[src/rtl/microcode_pipeline.sv]
// microcode_pipeline: in-order N-stage microcode carrier with RAW entry interlock, hold, partial flush and retire count
module microcode_pipeline #(
  parameter int WIDTH       = 25,
  parameter int STAGES      = 4,
  parameter int REG_ADDR_W  = 5,
  parameter int RS1_DEP_BIT = 0,
  parameter int RS2_DEP_BIT = 1,
  parameter int REG_WE_BIT  = 22,
  parameter int FLUSH_DEPTH = 2
) (
  input  logic                         clk,
  input  logic                         rst_n,
  input  logic                         in_valid,
  output logic                         in_ready,
  input  logic [WIDTH-1:0]             in_mc,
  input  logic [REG_ADDR_W-1:0]        in_rs1,
  input  logic [REG_ADDR_W-1:0]        in_rs2,
  input  logic [REG_ADDR_W-1:0]        in_rd,
  input  logic                         hold_i,
  input  logic                         flush_i,
  output logic [STAGES-1:0]            stage_valid,
  output logic [STAGES*WIDTH-1:0]      stage_mc,
  output logic [STAGES*REG_ADDR_W-1:0] stage_rd,
  output logic                         hazard,
  output logic [31:0]                  retire_count
);
  logic [STAGES-1:0]     v_q;
  logic [WIDTH-1:0]      mc_q [STAGES];
  logic [REG_ADDR_W-1:0] rd_q [STAGES];
  logic                  p_v  [STAGES];
  logic [WIDTH-1:0]      p_mc [STAGES];
  logic [REG_ADDR_W-1:0] p_rd [STAGES];
  logic accept, retire;
  always_comb begin
    hazard = 1'b0;
    for (int s = 0; s < STAGES; s++)
      if (in_valid && v_q[s] && mc_q[s][REG_WE_BIT] && rd_q[s] != '0 &&
          ((in_mc[RS1_DEP_BIT] && in_rs1 == rd_q[s]) || (in_mc[RS2_DEP_BIT] && in_rs2 == rd_q[s])))
        hazard = 1'b1;
  end
  assign in_ready = !hazard && !hold_i && !flush_i;
  assign accept   = in_valid && in_ready;
  // a full-depth flush empties the last stage too, so nothing retires
  assign retire   = v_q[STAGES-1] && !hold_i && !(flush_i && FLUSH_DEPTH >= STAGES);
  for (genvar g = 0; g < STAGES; g++) begin : g_st
    if (g == 0) begin : g_in
      assign p_v[g]  = accept;
      assign p_mc[g] = accept ? in_mc : '0;
      assign p_rd[g] = accept ? in_rd : '0;
    end else begin : g_sh
      logic kill;
      assign kill    = flush_i && (g == FLUSH_DEPTH);
      assign p_v[g]  = !kill && v_q[g-1];
      assign p_mc[g] = kill ? '0 : mc_q[g-1];
      assign p_rd[g] = kill ? '0 : rd_q[g-1];
    end
    assign stage_valid[g]                         = v_q[g];
    assign stage_mc[g*WIDTH +: WIDTH]             = mc_q[g];
    assign stage_rd[g*REG_ADDR_W +: REG_ADDR_W]   = rd_q[g];
  end
  always_ff @(posedge clk or negedge rst_n) begin
    if (!rst_n) begin
      v_q <= '0;
      for (int s = 0; s < STAGES; s++) begin
        mc_q[s] <= '0;
        rd_q[s] <= '0;
      end
      retire_count <= '0;
    end else begin
      for (int s = 0; s < STAGES; s++) begin
        if (flush_i && s < FLUSH_DEPTH) begin
          v_q[s]  <= 1'b0;
          mc_q[s] <= '0;
          rd_q[s] <= '0;
        end else if (!hold_i) begin
          v_q[s]  <= p_v[s];
          mc_q[s] <= p_mc[s];
          rd_q[s] <= p_rd[s];
        end
      end
      if (retire) retire_count <= retire_count + 32'd1;
    end
  end
endmodule
[config.mk]
export PLATFORM = sky130hd
export DESIGN_NAME = microcode_pipeline
export DESIGN_NICKNAME = d
export VERILOG_FILES = /design/src/rtl/microcode_pipeline.sv
export SDC_FILE = /design/constraint.sdc
export NUM_CORES = 1
export LEC_CHECK = 0
export CELL_PAD_IN_SITES_DETAIL_PLACEMENT = 0
export CELL_PAD_IN_SITES_GLOBAL_PLACEMENT = 1
export CORE_UTILIZATION = 38
export DETAILED_ROUTE_END_ITERATION = 8
export GPL_ROUTABILITY_DRIVEN = 0
export PLACE_DENSITY_LB_ADDON = 0.1
export SLEW_MARGIN = 30
export SYNTH_ARGS = -nofsm -noshare
export SYNTH_HDL_FRONTEND = slang
export SYNTH_SLANG_ARGS = --single-unit
[constraint.sdc]
create_clock -name clk -period 2.1 [get_ports clk]
set_input_delay 0.21 -clock clk [delete_from_list [all_inputs] [get_ports clk]]
set_output_delay 0.21 -clock clk [all_outputs]
set_load 0.005 [all_outputs]
Yosys cells after proc, flatten, opt, wreduce, memory -nomap -nowiden
Index checks and enable logic that the tools add are counted.
W data, S select, Z words.
{"block": "classes", "reduce_logical": 40, "mux": 20, "add_sub_neg": 1, "eq_ne": 9}
{"op": "$mux W25", "n": 6}
{"op": "$eq A5 B5 Y1", "n": 8}
{"op": "$add A32 B1 Y32 const B", "n": 1}
{"op": "$mux W5", "n": 6}
{"op": "$logic_and A1 B1 Y1", "n": 29}
{"op": "$reduce_bool A5 Y1", "n": 4}
{"op": "$mux W1", "n": 8}
{"op": "$logic_or A1 B1 Y1", "n": 4}
{"op": "$logic_not A1 Y1", "n": 3}
{"op": "$ne A2 B1 Y1 const B", "n": 1}
{"block": "totals", "output_inout_bits": 158, "reg_bits": 156, "input_bits": 45}

Depth between registers and ports, before layout
{"block": "depth", "word_depth": 15, "mapped_depth": 9}

Worst setup path after synthesis
Ideal clock, no wire load.
{"block": "synth_timing", "path_type": "register to register", "from": "register rd_q, in the netlist stage_rd[5]", "to": "register mc_q, in the netlist stage_mc[19]", "required_ns": 1.979, "synth_period_minus_slack_ns": 1.662, "slack_ns": 0.438, "path_buffers": 2, "path_stages_with_launch": 9, "t_arrival_ns": 1.541, "path_cell_list": "dfrtp_1 > xnor2_1 > nand4_1 > o22ai_1 > a22oi_2 > and4_4 > buf_6 > buf_8 > a22o_1"}
{"block": "synth_via", "elab_chain_cells": 14}
{"item": "start: declaration", "line_no": "29", "text": "logic [REG_ADDR_W-1:0] rd_q [STAGES];"}
{"item": "start signal: indexed assignment", "line_no": "78", "text": "rd_q[s] <= p_rd[s];"}
{"item": "$eq A5 B5 Y1", "line_no": "38", "text": "((in_mc[RS1_DEP_BIT] && in_rs1 == rd_q[s]) || (in_mc[RS2_DEP_BIT] && in_rs2 == rd_q[s])))"}
{"item": "$logic_and A1 B1 Y1", "line_no": "38"}
{"item": "$logic_or A1 B1 Y1", "line_no": "38"}
{"item": "$logic_and A1 B1 Y1 (*)", "line_no": "37", "text": "if (in_valid && v_q[s] && mc_q[s][REG_WE_BIT] && rd_q[s] != '0 &&"}
{"item": "$mux W1 (*) (3 in a row)", "line_no": "37"}
{"item": "$logic_not A1 Y1 (*)", "line_no": "41", "text": "assign in_ready = !hazard && !hold_i && !flush_i;"}
{"item": "$logic_and A1 B1 Y1 (*) (2 in a row)", "line_no": "41"}
{"item": "$logic_and A1 B1 Y1 (*)", "line_no": "42", "text": "assign accept = in_valid && in_ready;"}
{"item": "$mux W25 (*)", "line_no": "48", "text": "assign p_mc[g] = accept ? in_mc : '0;"}
{"item": "$mux W25 (*)", "line_no": "75", "text": "end else if (!hold_i) begin"}
{"item": "$mux W25 (*)", "line_no": "71", "text": "if (flush_i && s < FLUSH_DEPTH) begin"}
{"item": "end signal: indexed assignment", "line_no": "77", "text": "mc_q[s] <= p_mc[s];"}
{"item": "end: declaration", "line_no": "28", "text": "logic [WIDTH-1:0] mc_q [STAGES];"}
Every way passes the cells marked *; elsewhere a longest branch is shown, timed or not. The select of a mux whose other input is x is not followed.
A chain may end at the register's enable or synchronous reset.

Worst setup path in the final report
{"block": "layout_timing", "from": "register rd_q, in the netlist stage_rd[11]", "to": "register mc_q, in the netlist stage_mc[4]"}
{"block": "layout_via", "elab_chain_cells": 13}
{"item": "$eq A5 B5 Y1", "line_no": "38"}
{"item": "$logic_and A1 B1 Y1", "line_no": "38"}
{"item": "$logic_or A1 B1 Y1", "line_no": "38"}
{"item": "$logic_and A1 B1 Y1 (*)", "line_no": "37"}
{"item": "$mux W1 (*) (2 in a row)", "line_no": "37"}
{"item": "$logic_not A1 Y1 (*)", "line_no": "41"}
{"item": "$logic_and A1 B1 Y1 (*) (2 in a row)", "line_no": "41"}
{"item": "$logic_and A1 B1 Y1 (*)", "line_no": "42"}
{"item": "$mux W25 (*)", "line_no": "48"}
{"item": "$mux W25 (*)", "line_no": "75"}
{"item": "$mux W25 (*)", "line_no": "71"}
Marked as above.

==> flow_summary.toml <==
[route]
ant_nets = 0
first_pass_iters = 4
first_iter_violations = 243
vias = 5021
via_per_inst = 4.99
drc_errors = 0
wl_per_cell_um = 18.4
wirelength_um = 18500

[clock_network]
cts_sinks = 156
path_clk_slew_ps = 60
cts_tree = "yes"
insertion_delay_ps = 410
numCtsBuffers = 17
root_buffer = "clkbuf_16"
clock_path_buffers = 2
h-tree-depth = 4

[worst_hold_path]
holdCritStartpoint = "hold_i"
holdCritPathClass = "input port to flip-flop"

[critical_path]
crit_type = "flip-flop to flip-flop"
cp.required_ps = 2400
r2r_start = "stage_rd[11]"
critPathMaxStageDelay_ps = 480
path_max_fanout = 8
cp.arrival_ps = 2380
cp_slowest_cell = "dfrtp_2"
worst_setup_path_start_kind = "flip-flop"
cpMostUsedCell = "buf_4"
worstSetupEndpointType = "flip-flop"
critPathLaunch = "stage_rd[11]"
crit_chain = "xnor2_2 -> nand4_1 -> o22ai_2 -> a22oi_2 -> buf_4 -> buf_4 -> buf_4 -> and4_4 -> buf_12 -> a22o_1"

[timing]
hold_viol = 0
fin_crit_ps = 2080
rsz0062_at_grt = "true"
setup_slack_ps = 18.5
slew_viol_final = 0
fin_crit_sh_pct = 99.1
worstMarginPinSlew_ps = 855
holdWs_ps = 119
finalSetupViolCount = 0
slew_headroom_pct = 42.9
finalClockSkew_ps = 10.2
fmax_ghz = 0.480

[die]
dieArea_um2 = 19400
std_cell_rows = 49
core_region_area_um2 = 18200
fp.dieH_um = 139
io_pins = 203
initial_core_util_pct = 39.3
die_w_um = 139

[synthesis]
synth-xor-area-share_pct = 8.68
synth_edf_count = 0
synth.avg_cell_area_um2 = 12.1
yosysWarnings = 0
synthSimpleGateAreaFrac_pct = 9.28
synth_flop_cell = "dfrtp_1"
synth_seq_cells = 156
synth_compound_area_share_pct = 8.28
synth_fa_ha_area_share_pct = 0.175
ys_types = 37
synth_nets = 640
synth_mux_area_share_pct = 9.36
synthCells = 594
synth_top_family_by_area = "buffers and inverters"
seq_area_frac_synth_pct = 54.5
ys_async_sr_fraction_pct = 100
syn_area_um2 = 7160

[finish]
final_util_pct = 54.8
area_growth_pct = 39.2
drive_above_1_share_pct = 20.8
fin_nets = 810
insertedDiodeCount = 0
design_area_um2 = 9970

[global_routing]
grt_max_degree = 63
grt-ovfl-total = 0
first_global_vias = 5285
grt_antenna_before_repair = 0
grt_pass1_wl_um = 29200
grt.total_usage_pct = 19.4

[run]
max-cap-violations = 0

[power]
ir_worst_vdd_uv = 548
p_per_area_nw_per_um2 = 701
cellLeakagePower_uw = 0.00441

[placed_design]
port_buffers = 202
place_ws_ps = -238
dpl.hpwl_um = 12400
placed_area_um2 = 8970

[status]
status = "finished clean"
## routing by layer
layer	GRT usage (%)	vias up	routed length (um)
li1	-	2333	-
met1	25.5	2497	8330
met2	30.9	169	8720
met3	5.13	22	1180
met4	7.19	0	311
met5	0	-	0
## area by class of cell
class	count	area, um^2
tap	229	287
multi-input combinational	341	2710
inverter	1	3.75
fill	1546	8240
timing repair buffer	247	2430
clock buffer	20	457
sequential	156	3930
clock inverter	12	160
## state kept, by name, summed over array words and instances (netlist names)
name          cells
retire_count     32
stage_mc        100
stage_rd         20
stage_valid       4
## power breakdown
part / switching [uW] / internal [uW]
clock network: 1240 / 1950
registers: 74.4 / 3080
logic: 295 / 359
total: 1610 / 5380
## worst max-delay path, delay by kind of cell, from the launching register on
family,cells,cell delay (ps)
AOI/OAI and AO/OA,3,480
and+or+nand+nor,2,310
buffers and inverters,4,550
xor gates and xnor gates,1,150
DFF,1,480
## timing repair
item | CTS | global route
setup endpoints to repair | 2 | 33
pin swaps | 11 | 6
gates cloned | 0 | 1
endpoints found under the hold margin | 58 | 0
gates resized for setup | 29 | 16
buffers inserted | 17 | 5
hold buffers | 1 | 0
## layout by cell type (no fill, tap or decap), types with 4 or more instances in the layout
cell	synthesis	routed
mux2_2	32	32
xnor2_2	0	10
clkbuf_16	0	17
buf_4	62	37
o22ai_2	1	4
nand3_1	14	14
clkdlybuf4s50_1	0	196
nand2_1	29	28
dfrtp_1	156	139
dfrtp_2	0	17
xor2_1	9	9
clkinvlp_4	0	4
nand2b_1	8	8
nor2_1	45	44
xnor2_1	62	52
buf_12	0	6
nand4_1	16	16
mux2i_1	31	31
nor3_2	2	4
o21ai_0	7	7
a22o_1	53	53
## cell usage after synthesis (all sizes together) (2+ instances only)
master,number,area [um^2]
a21oi,4,20.0
a22o,54,474
a22oi,2,25.0
and3,2,12.5
and4,4,40.0
buf,81,633
clkbuf,16,60.1
dfrtp,156,3900
mux2,32,360
mux2i,31,310
nand2,30,115
nand2b,8,50.1
nand3,15,80.1
nand4,17,113
nor2,46,175
nor2b,2,12.5
nor3,9,66.3
o21ai,7,35.0
o22ai,4,31.3
xnor2,62,543
xor2,9,78.8
## path summary, 6_finish.rpt
| check | to | slack [ps] | cells after the start |
|---|---|---|---|
| worst max-delay path | stage_mc[4] | 20 | 10 |
| worst min-delay path | stage_mc[34] | 120 | 3 |
| worst max register to register | stage_mc[4] | 20 | 10 |
| worst min register to register | retire_count[31] | 490 | 1 |
| max in group asynchronous | retire_count[30] | 1050 | 3 |
| min in group asynchronous | stage_mc[52] | 350 | 2 |
## cells by family (layout without fill, tap and decap cells)
group / after synthesis / after routing
mux: 63 / 63
simple gates: 133 / 134
compound gates: 72 / 72
xor+xnor: 71 / 71
buf+inv: 98 / 280
flops: 156 / 156
fa+ha+maj: 1 / 1
## through the flow
step / total power [uW] / cells / TNS [ps]
6_report: 6990 / 1006 / 0
5_1_grt: 7280 / 1006 / -120
3_3_place_gp: 3810 / 950 / -4370
3_5_place_dp: 3820 / 950 / -5700
4_1_cts: 7060 / 1000 / 0
2_1_floorplan: 3490 / 594 / 0
No activity file was read; power rests on OpenSTA's default activity.
